`src/rtl/pmipsl_run_monitor.sv`:
```
// Run-control harness for PMIPSL cores: sequences processor reset, bounds the run,
// detects branch-to-self halt, keeps a circular PC trace and reports pass/fail.
module pmipsl_run_monitor #(
  parameter int ADDR_W       = 16,
  parameter int DATA_W       = 16,
  parameter int RESET_CYCLES = 2,
  parameter int MAX_CYCLES   = 75,
  parameter int HALT_REPEAT  = 3,
  parameter int TRACE_DEPTH  = 8
) (
  input  logic                             clock,
  input  logic                             reset,
  input  logic                             start,
  input  logic [ADDR_W-1:0]                imemaddr,
  input  logic                             dmemwrite,
  input  logic [DATA_W-1:0]                probe,
  input  logic [DATA_W-1:0]                expect_probe,
  output logic                             cpu_reset,
  output logic                             running,
  output logic                             done,
  output logic                             halted,
  output logic                             timeout,
  output logic                             pass,
  output logic [15:0]                      cycle_count,
  output logic [15:0]                      write_count,
  input  logic [$clog2(TRACE_DEPTH)-1:0]   trace_rd_idx,
  output logic [ADDR_W-1:0]                trace_rd_pc,
  output logic [$clog2(TRACE_DEPTH):0]     trace_count
);

  localparam int PW  = $clog2(TRACE_DEPTH);
  localparam int SW  = $clog2(HALT_REPEAT + 1);
  localparam int RCW = $clog2(RESET_CYCLES + 1);

  typedef enum logic [1:0] {S_IDLE, S_RST_CPU, S_RUN, S_DONE} state_t;

  state_t            state, state_nxt;
  logic [RCW-1:0]    rst_cnt;
  logic [SW-1:0]     same_cnt, same_nxt;
  logic [ADDR_W-1:0] prev_pc;
  logic [PW-1:0]     ptr, rd_ptr;
  logic [15:0]       cycle_inc;
  logic              halt_ev, timeout_ev, end_ev;
  logic [ADDR_W-1:0] trace_mem [TRACE_DEPTH];

  assign cpu_reset = (state != S_RUN);
  assign running   = (state == S_RUN);
  assign done      = (state == S_DONE);

  // cycle_count is cleared on start, so zero marks the first RUN cycle.
  always_comb begin
    // NOTE: every always_comb output gets a default first so no latch is inferred.
    cycle_inc = (cycle_count == 16'hFFFF) ? cycle_count : cycle_count + 16'd1;
    same_nxt  = '0;
    if (cycle_count != 16'd0 && imemaddr == prev_pc)
      same_nxt = same_cnt + SW'(1);
    halt_ev    = (state == S_RUN) && (same_nxt == SW'(HALT_REPEAT));
    timeout_ev = (state == S_RUN) && (cycle_inc == 16'(MAX_CYCLES));
    end_ev     = halt_ev || timeout_ev;
  end

  always_comb begin
    state_nxt = state;
    case (state)
      S_IDLE:    if (start) state_nxt = S_RST_CPU;
      S_RST_CPU: if (rst_cnt == '0) state_nxt = S_RUN;
      S_RUN:     if (end_ev) state_nxt = S_DONE;
      S_DONE:    if (start) state_nxt = S_RST_CPU;
      default:   state_nxt = S_IDLE;
    endcase
  end

  // NOTE: sequential state uses non-blocking assignments only.
  always_ff @(posedge clock) begin
    if (!reset) state <= S_IDLE;
    else        state <= state_nxt;
  end

  always_ff @(posedge clock) begin
    if (!reset) begin
      rst_cnt     <= '0;
      same_cnt    <= '0;
      prev_pc     <= '0;
      ptr         <= '0;
      trace_count <= '0;
      cycle_count <= '0;
      write_count <= '0;
      halted      <= 1'b0;
      timeout     <= 1'b0;
      pass        <= 1'b0;
    end else begin
      case (state)
        S_IDLE, S_DONE: begin
          if (start) begin
            rst_cnt     <= RCW'(RESET_CYCLES - 1);
            same_cnt    <= '0;
            ptr         <= '0;
            trace_count <= '0;
            cycle_count <= '0;
            write_count <= '0;
            halted      <= 1'b0;
            timeout     <= 1'b0;
            pass        <= 1'b0;
          end
        end
        S_RST_CPU: if (rst_cnt != '0) rst_cnt <= rst_cnt - RCW'(1);
        S_RUN: begin
          cycle_count <= cycle_inc;
          if (dmemwrite && write_count != 16'hFFFF) write_count <= write_count + 16'd1;
          prev_pc  <= imemaddr;
          same_cnt <= same_nxt;
          ptr      <= ptr + PW'(1);
          if (trace_count != (PW+1)'(TRACE_DEPTH)) trace_count <= trace_count + (PW+1)'(1);
          // Halt wins a tie with the budget.
          if (end_ev) begin
            halted  <= halt_ev;
            timeout <= timeout_ev && !halt_ev;
            pass    <= halt_ev && (probe == expect_probe);
          end
        end
        default: ;
      endcase
    end
  end

  // NOTE: trace storage is not reset; trace_count gates which entries are visible.
  always_ff @(posedge clock) begin
    if (reset && state == S_RUN) trace_mem[ptr] <= imemaddr;
  end

  always_comb begin
    rd_ptr      = ptr - PW'(1) - trace_rd_idx;
    trace_rd_pc = '0;
    if ({1'b0, trace_rd_idx} < trace_count) trace_rd_pc = trace_mem[rd_ptr];
  end

endmodule

```
`config.mk`:
```
export PLATFORM = sky130hd
export DESIGN_NAME = pmipsl_run_monitor
export DESIGN_NICKNAME = d
export VERILOG_FILES = /design/src/rtl/pmipsl_run_monitor.sv
export SDC_FILE = /design/constraint.sdc
export NUM_CORES = 1
export LEC_CHECK = 0
export CORE_MARGIN = 1
export CORE_UTILIZATION = 35
export CTS_BUF_LIST = sky130_fd_sc_hd__clkbuf_8
export DETAILED_ROUTE_END_ITERATION = 10
export SLEW_MARGIN = 20
export SYNTH_ARGS = -nofsm -noshare
export SYNTH_HDL_FRONTEND = slang
export SYNTH_SLANG_ARGS = --single-unit
```
`constraint.sdc`:
```
create_clock -name clock -period 8.1 [get_ports clock]
set_clock_uncertainty 0.15 [all_clocks]
set_input_delay 1.62 -clock clock [delete_from_list [all_inputs] [get_ports clock]]
set_output_delay 1.62 -clock clock [all_outputs]
set_load 0.005 [all_outputs]
```
Word level (Yosys, flattened, before mapping) --
Memories as Yosys holds them, arrays and structs flattened. Index checks and enable logic that the tools add are counted.
Cells by class: $mul 0, muxes and demuxes 29, shift operators 0, add/subtract/negate cells 8, reduce and logical (&&, ||, !) cells 22, eq/ne operators 17, bitwise operators 0, div/mod/pow operators 0, order comparisons 1
Operator list (count):
- two-way mux 16 bit | 4
- one-hot mux 16 bit (2 select lines) | 2
- adder 16 x 1 -> 16 bit (second input constant) | 2
- equality test 16 bit | 2
- equality test 16 bit (second input constant) | 1
- equality test 16 x 7 -> 1 bit (second input constant) | 1
- != test 16 bit (second input constant) | 1
- nonzero test 16 bit | 1
- AND reduction 3 bit | 5
- two-way mux 2 bit | 6
- two-way mux 4 bit | 2
- != test 2 x 1 -> 1 bit (second input constant) | 4
- one-hot mux 2 bit (2 select lines) | 2
- one-hot mux 4 bit (2 select lines) | 1
- logical AND 1 bit | 7
- equality test 2 bit (second input constant) | 3
- two-way mux 1 bit | 6
- != test 2 bit (second input constant) | 3
- one-hot mux 1 bit (2 select lines) | 3
- one-hot mux 2 bit (3 select lines) | 1
- one-hot mux 3 bit (2 select lines) | 1
- nonzero test 2 bit | 3
- adder 4 x 1 -> 4 bit (second input constant) | 1
- logical NOT 2 bit | 2
- 13 further kinds | 13
Storage, ports and cells: ROM bits 0, latch bits 0, bits in writable memories 128, bits in registers 64, logic and storage cells 89, memories 1
Memory list:
- trace_mem | depth 8, bits a word 16, rd ports 1, clocked after memory_dff 0, wr ports 1, RTL line 44 | logic [ADDR_W-1:0] trace_mem [TRACE_DEPTH];

Logic depth before layout (Yosys ltp) --
depth in word-level cells 9, depth in mapped cells 10, mapped depth without buffers 9

Worst setup path after synthesis --
OpenSTA, ideal clock, no wires.
path kind input to output, start input trace_rd_idx[0], end output trace_rd_pc[10], cell stages on the path 9, data arrival time 3.532 ns, required time 6.330 ns, slack 2.798 ns, path through inv_1 > ha_1 > inv_1 > fa_1 > xor2_1 > xnor2_1 > buf_2 > mux2i_1 > nor2_1
On the way: cells in the longest elaborated chain, start to end 3, elaborated cells on any way between the ends 4, those cells by class add/sub: 1; order compare: 1; mux: 1; memory: 1
Ends and longest elaborated chain:
- start: declaration | RTL line 26 | input logic [$clog2(TRACE_DEPTH)-1:0] trace_rd_idx,
- subtractor 3 bit | RTL line 132 | rd_ptr = ptr - PW'(1) - trace_rd_idx;
- memory read (8 x 16 bit)
- two-way mux 16 bit (*) | RTL line 134 | if ({1'b0, trace_rd_idx} < trace_count) trace_rd_pc = trace_mem[rd_ptr];
- end: declaration | RTL line 27 | output logic [ADDR_W-1:0] trace_rd_pc,
Every way passes the cells marked *; elsewhere a longest branch is shown, timed or not.

Final worst setup path --
start input trace_rd_idx[0], end output trace_rd_pc[2]
Same word-level chain as after synthesis.

==> metrics.cfg <==
[outcome]
status = complete, but fails checks
violations = design-rule violations

[route]
wirelength_um = 19700
final_antenna_net_count = 0
firstDrtPassIters = 7
drt_iter0_markers = 288
wl_per_cell_um = 17.1
routed_via_density = 5.05
drc_errors = 1
vias = 5805

[sta]
finalSetupTns_ns = 0
finalCritPeriodShare_pct = 75.3
max_freq_mhz = 164
hold_violations = 0
min_period_ns = 6.10
relSlewSlack_pct = 31.4
drv_slew = 0
rsz0062_at_grt = no
hold_slack_ns = 0.350
worst_pin_slew_ns = 1.03
fin_ws_ns = 2.00
setup_viol_count_final = 0

[power_and_ir_drop]
total_power_w = 0.00219
powerDensity_nw_per_um2 = 203
ir_drop_v = 0.000119
p_leak_nw = 3.49

[synth]
synthAdderAreaFrac_pct = 2.05
syn_inst = 697
synth_seq_area_share_pct = 57.6
synth_compound_area_share_pct = 6.45
synth_flop_cell = edfxtp_1
synth_edf_count = 128
syn_nets = 766
synth-async-reset-ratio_pct = 0
synthMuxAreaShare_pct = 12.2
synth_xor_area_share_pct = 4.82
ys_warn_count = 0
synth_top_area_share_pct = 43.2
netlist_area_um2 = 8900
synth_top_area_cell = edfxtp_1
synth_top_family_by_area = simple AND/OR/NAND/NOR gates
synth.area.top_cells = edfxtp_1 43%, dfxtp_1 14%, mux4_2 8.1%, mux2i_1 3.7%, xor2_1 3.1%
synth_seq_cells = 192
syn_avg_cell_area_um2 = 12.8
synth_cell_types = 62
synthSimpleGateAreaFrac_pct = 14.3

[global_route]
grt_max_degree = 56
antenna_found_initial = 0
overflow = 0
track_usage_pct = 15.8
grt_pass1_vias = 5764
grt_pass1_wl_um = 31900

[worst_hold_path]
hp-class = reg2reg
hold_depth = 2

[cts]
clock_sinks = 192
clk_root_buffer_cell = clkbuf_8
holdBufCountCts = 0
cts_tree = yes
cts_buffers = 17
insertion_delay_ns = 0.46
post_cts_buffers = 0
cts_resized = 0
ctsHtreeMaxLevel = 4
clock_path_buffers = 2
path_clk_slew_ns = 0.10

[finish]
fin_nets = 876
register_area_um2 = 5120
synthToLayoutAreaGrowth_pct = 21.2
stdcell_area_um2 = 10800
nFillCells = 2329
drive_above_1_share_pct = 12.4
antenna_cells = 0
multiInputGateArea_um2 = 3590
mostFrequentLayoutCell = edfxtp_1
final_cell_mix = 128 x edfxtp_1, 111 x clkdlybuf4s50_1, 64 x dfxtp_1

[worst_setup_path]
path_class = in2out
cp_data_arrival_time_ns = 4.33
setup.worst_path.start_class = input port
endpoint_kind = output pin
required_ns = 6.33
path_max_fanout = 13
ff2ff_path_depth = 8

[floorplanning]
start_util_pct = 35.6
core_um2 = 25000
ios = 113
die_height_um = 161
die_area_um2 = 26100
fp.dieW_um = 161
rows = 58

[place]
gp_congestion = 0.855
placement.cell_area_um2 = 10400
io_buffers = 112
hpwl_um = 13100
dp_worst_setup_slack_ns = 1.92

[flow_run]
maxCapViolations = 0

## final timing paths
| path | from | end | slack (ns) |
|---|---|---|---|
| min reg2reg | state[0] | state[0] | 0.35 |
| max | trace_rd_idx[0] | trace_rd_pc[2] | 2.00 |
| min | state[0] | state[0] | 0.35 |
| max reg2reg | cycle_count[0] | timeout | 4.76 |
## through the flow
stage | instances | utilization (%)
4_1_cts | 1150 | 43.1
3_3_place_gp | 1118 | 41.6
6_report | 1150 | 43.1
3_5_place_dp | 1118 | 41.6
5_1_grt | 1150 | 43.1
2_1_floorplan | 697 | -
## cells in the mapped netlist, drive strengths merged (22+ instances only)
master and n:
clkbuf 22, nor2b 26, nand2 41, mux4 32, edfxtp 128, nor2 59
dfxtp 64, xor2 32, a21oi 24, mux2i 33, o21ai 25, nand3 22
## power by group
part / total, W / internal [W] / switching, W
registers: 0.00110 / 0.00107 / 0.0000225
clock network: 0.000605 / 0.000229 / 0.000376
logic: 0.000489 / 0.000220 / 0.000269
## registers in the layout (all words and copies together), names as in the netlist
signal	flops
trace_mem	128
halted	1
prev_pc	16
timeout	1
state	2
same_cnt	2
trace_count	4
rst_cnt	2
pass	1
ptr	3
cycle_count	16
write_count	16
## layout make-up
class	count	area share, %
Clock inverter	15	1.32
Sequential cell	192	47.5
Tap cell	330	3.83
Inverter	20	0.696
Clock buffer	17	2.17
Timing Repair Buffer	125	11.2
Multi-Input combinational cell	451	33.2
## layer usage
| layer | wire length, um | part of all wire, % | global-route usage, % |
|---|---|---|---|
| met3 | 842 | 4.3 | 3.39 |
| met2 | 9730 | 49 | 26.7 |
| met4 | 177 | 0.90 | 3.69 |
| met5 | 0 | 0 | 0 |
| met1 | 8960 | 45 | 20.8 |
## cell families after synthesis
family          count (synthesis)
xor+xnor                       49
fa+ha+maj                      14
simple gates                  233
buf+inv                        54
flops                         192
compound gates                 87
mux                            68
## critical path, cell delays in order
cell             delay [ns]
clkdlybuf4s50_1        0.49
inv_1                  0.05
ha_2                   0.63
buf_4                  0.34
mux4_2                 0.54
mux2i_1                0.14
nor2_1                 0.06
clkdlybuf4s50_1        0.44
Note: power is estimated with default switching activity, not from simulation.
==> patch (same settings) <==
Re-encode `state_t` (4 states) as Gray code, 2 bits wide.
--- a/src/rtl/pmipsl_run_monitor.sv
+++ b/src/rtl/pmipsl_run_monitor.sv
@@ -32,7 +32,7 @@
   localparam int SW  = $clog2(HALT_REPEAT + 1);
   localparam int RCW = $clog2(RESET_CYCLES + 1);
 
-  typedef enum logic [1:0] {S_IDLE, S_RST_CPU, S_RUN, S_DONE} state_t;
+  typedef enum logic [1:0] {S_IDLE = 2'b00, S_RST_CPU = 2'b01, S_RUN = 2'b11, S_DONE = 2'b10} state_t;
 
   state_t            state, state_nxt;
   logic [RCW-1:0]    rst_cnt;
Function: no difference found for any inputs over 10 cycles, from zero or initial values and one cycle with reset low; not proved beyond that.
==> patch against the original RTL <==
  * Area after synthesis shrank 3.3%
  * Via count shrank 1.0%
  * Wire length decreased by 0.38%
  * Sequential cell count is the same
  * Final cell count decreased by 1.9%
  * Cell area shrank 2.5%
  * Highest routed layer unchanged
  * Synthesized cell count down 1.7%
  * Worst setup slack got worse by 0.15 ns
Power is not compared: it rests on default switching activity, and its combinational part moved more than twofold at a synthesized area within 25%.
==> patch: results (changes against the original RTL) <==
- Final nets: 857 (was 876)
- The pin count of the biggest net entering global routing is 33 (was 56).
- Number of global-route vias before repair: 5675 (was 5764)
- Critical path data arrival time: 4.48 ns (was 4.33 ns)
- The fill cell instance count of the final layout was 2285 (was 2329).
* Number of design-rule violations left by the first detailed-router iteration: 263 (was 288)
- The detailed-route vias per instance is 5.09 (was 5.05).
- Top fanout value on the critical path: 21 (was 13)
- The final routed wire length divided by cell count is 17.4 um (was 17.1 um).
- The cell with the biggest individual delay on the critical path is sky130_fd_sc_hd__ha_2 (unchanged).
- Global-route met1 utilization: 21.0% (was 20.8%)
- The final weighted congestion in routability-driven placement came to 0.864 (was 0.855).
- Slack of the worst reg-to-reg path: 4.68 ns (was 4.76 ns)
* Fraction of registers with async set/reset: 0% (unchanged)
- The delay of the slowest critical-path stage is 0.61 ns (was 0.63 ns).
* DRT Pass-1 Iters: 4 (was 7)
- Leading cell types by total area after synthesis: sky130_fd_sc_hd__edfxtp_1 (45%), sky130_fd_sc_hd__dfxtp_1 (15%), sky130_fd_sc_hd__mux4_2 (8.4%) (was sky130_fd_sc_hd__edfxtp_1 (43%), sky130_fd_sc_hd__dfxtp_1 (14%), sky130_fd_sc_hd__mux4_2 (8.1%)).
- The final critical-path required period came to 6.25 ns (was 6.10 ns).
* Post-place instance area: 0.0101 mm^2 (was 0.0104 mm^2)
* Length of routed wiring on met1: 9.16 mm (was 8.96 mm)
- Across the VDD grid, the largest voltage drop is 0.117 mV.
* Tot GR Track Use: 15.9% (was 15.8%)
- The synthesized netlist net count is 751 (was 766).
* Slew headroom: 33.4% (was 31.4%)
- Met2 wire length: 9.45 mm (was 9.73 mm)
* Run status: finished, final reports clean (was finished with violations)
- The wire length on met3 was 786 um (was 842 um).
- The first-pass GRT wire length was 31.3 mm (was 31.9 mm).
* Number of buffers created by CTS: 17 (unchanged)
* Post-synth cell types: 54 (was 62)
- The proportion of layout cells with a drive suffix above 1 came to 11.1% (was 12.4%).
- The share of the yosys chip area belonging to registers was 59.6% (was 57.6%).
- Final worst hold slack: 0.321 ns (was 0.350 ns)
* Global routing met2 resource utilization: 26.1% (was 26.7%)
* Leak pwr: 3.46 nW
- Synth cell count leaders: sky130_fd_sc_hd__edfxtp_1 (128), sky130_fd_sc_hd__nand2_1 (68), sky130_fd_sc_hd__dfxtp_1 (64) (was sky130_fd_sc_hd__edfxtp_1 (128), sky130_fd_sc_hd__dfxtp_1 (64), sky130_fd_sc_hd__nor2_1 (58))
- HPWL reported at the end of detailed placement: 12.6 mm (was 13.1 mm)
- Post-cts repair resize count: 0 (unchanged)
- Clock Tree Buf Depth: 2 (unchanged)
- The routing usage on met3 was 3.53% (was 3.39%).
-- patch: kinds of logic (layout without fill, tap and decap cells) --
logic type      Yosys count  count (layout)  synth area share [%]
compound gates          101             101                  7.14
buf+inv                  52             171                  2.46
simple gates            225             225                  13.2
flops                   192             192                  59.6
xor+xnor                 53              53                  5.39
fa+ha+maj                11              11                  1.69
mux                      51              51                  10.6
-- patch: worst min-delay path: cells and delay by family (launching register included) --
kind / cells / cell delay [ns]
simple gates: 1 / 0.05
flops: 1 / 0.33
compound gates: 1 / 0.05
-- patch: area by class of cell --
cell class	count	area (um^2)	area share, %
Sequential cell	192	5120	48.7
Multi-Input combinational cell	441	3310	31.5
Timing Repair Buffer	125	1220	11.6
Tap cell	324	405	3.85
Clock buffer	17	234	2.22
Clock inverter	15	169	1.61
Inverter	14	52.6	0.500
-- patch: power by group --
| part | internal, W | switching, W | total (W) |
|---|---|---|---|
| combinational | 0.0000818 | 0.0000789 | 0.000161 |
| clock | 0.000260 | 0.000374 | 0.000634 |
| sequential | 0.00105 | 0.00000503 | 0.00105 |
| total | 0.00139 | 0.000458 | 0.00185 |
-- patch: final timing paths --
kind                         from         endpoint  depth (start not counted)
hold / removal         prev_pc[4]       prev_pc[4]                          2
setup / recovery  trace_rd_idx[0]   trace_rd_pc[0]                          8
setup reg to reg         state[0]  trace_mem[2][4]                          6
hold reg to reg        prev_pc[4]       prev_pc[4]                          2
-- patch: through the flow --
| step | power, W | instances |
|---|---|---|
| 2_1_floorplan | 0.00116 | 685 |
| 3_3_place_gp | 0.00124 | 1096 |
| 3_5_place_dp | 0.00124 | 1096 |
| 4_1_cts | 0.00187 | 1128 |
| 5_1_grt | 0.00192 | 1128 |
| 6_report | 0.00185 | 1128 |
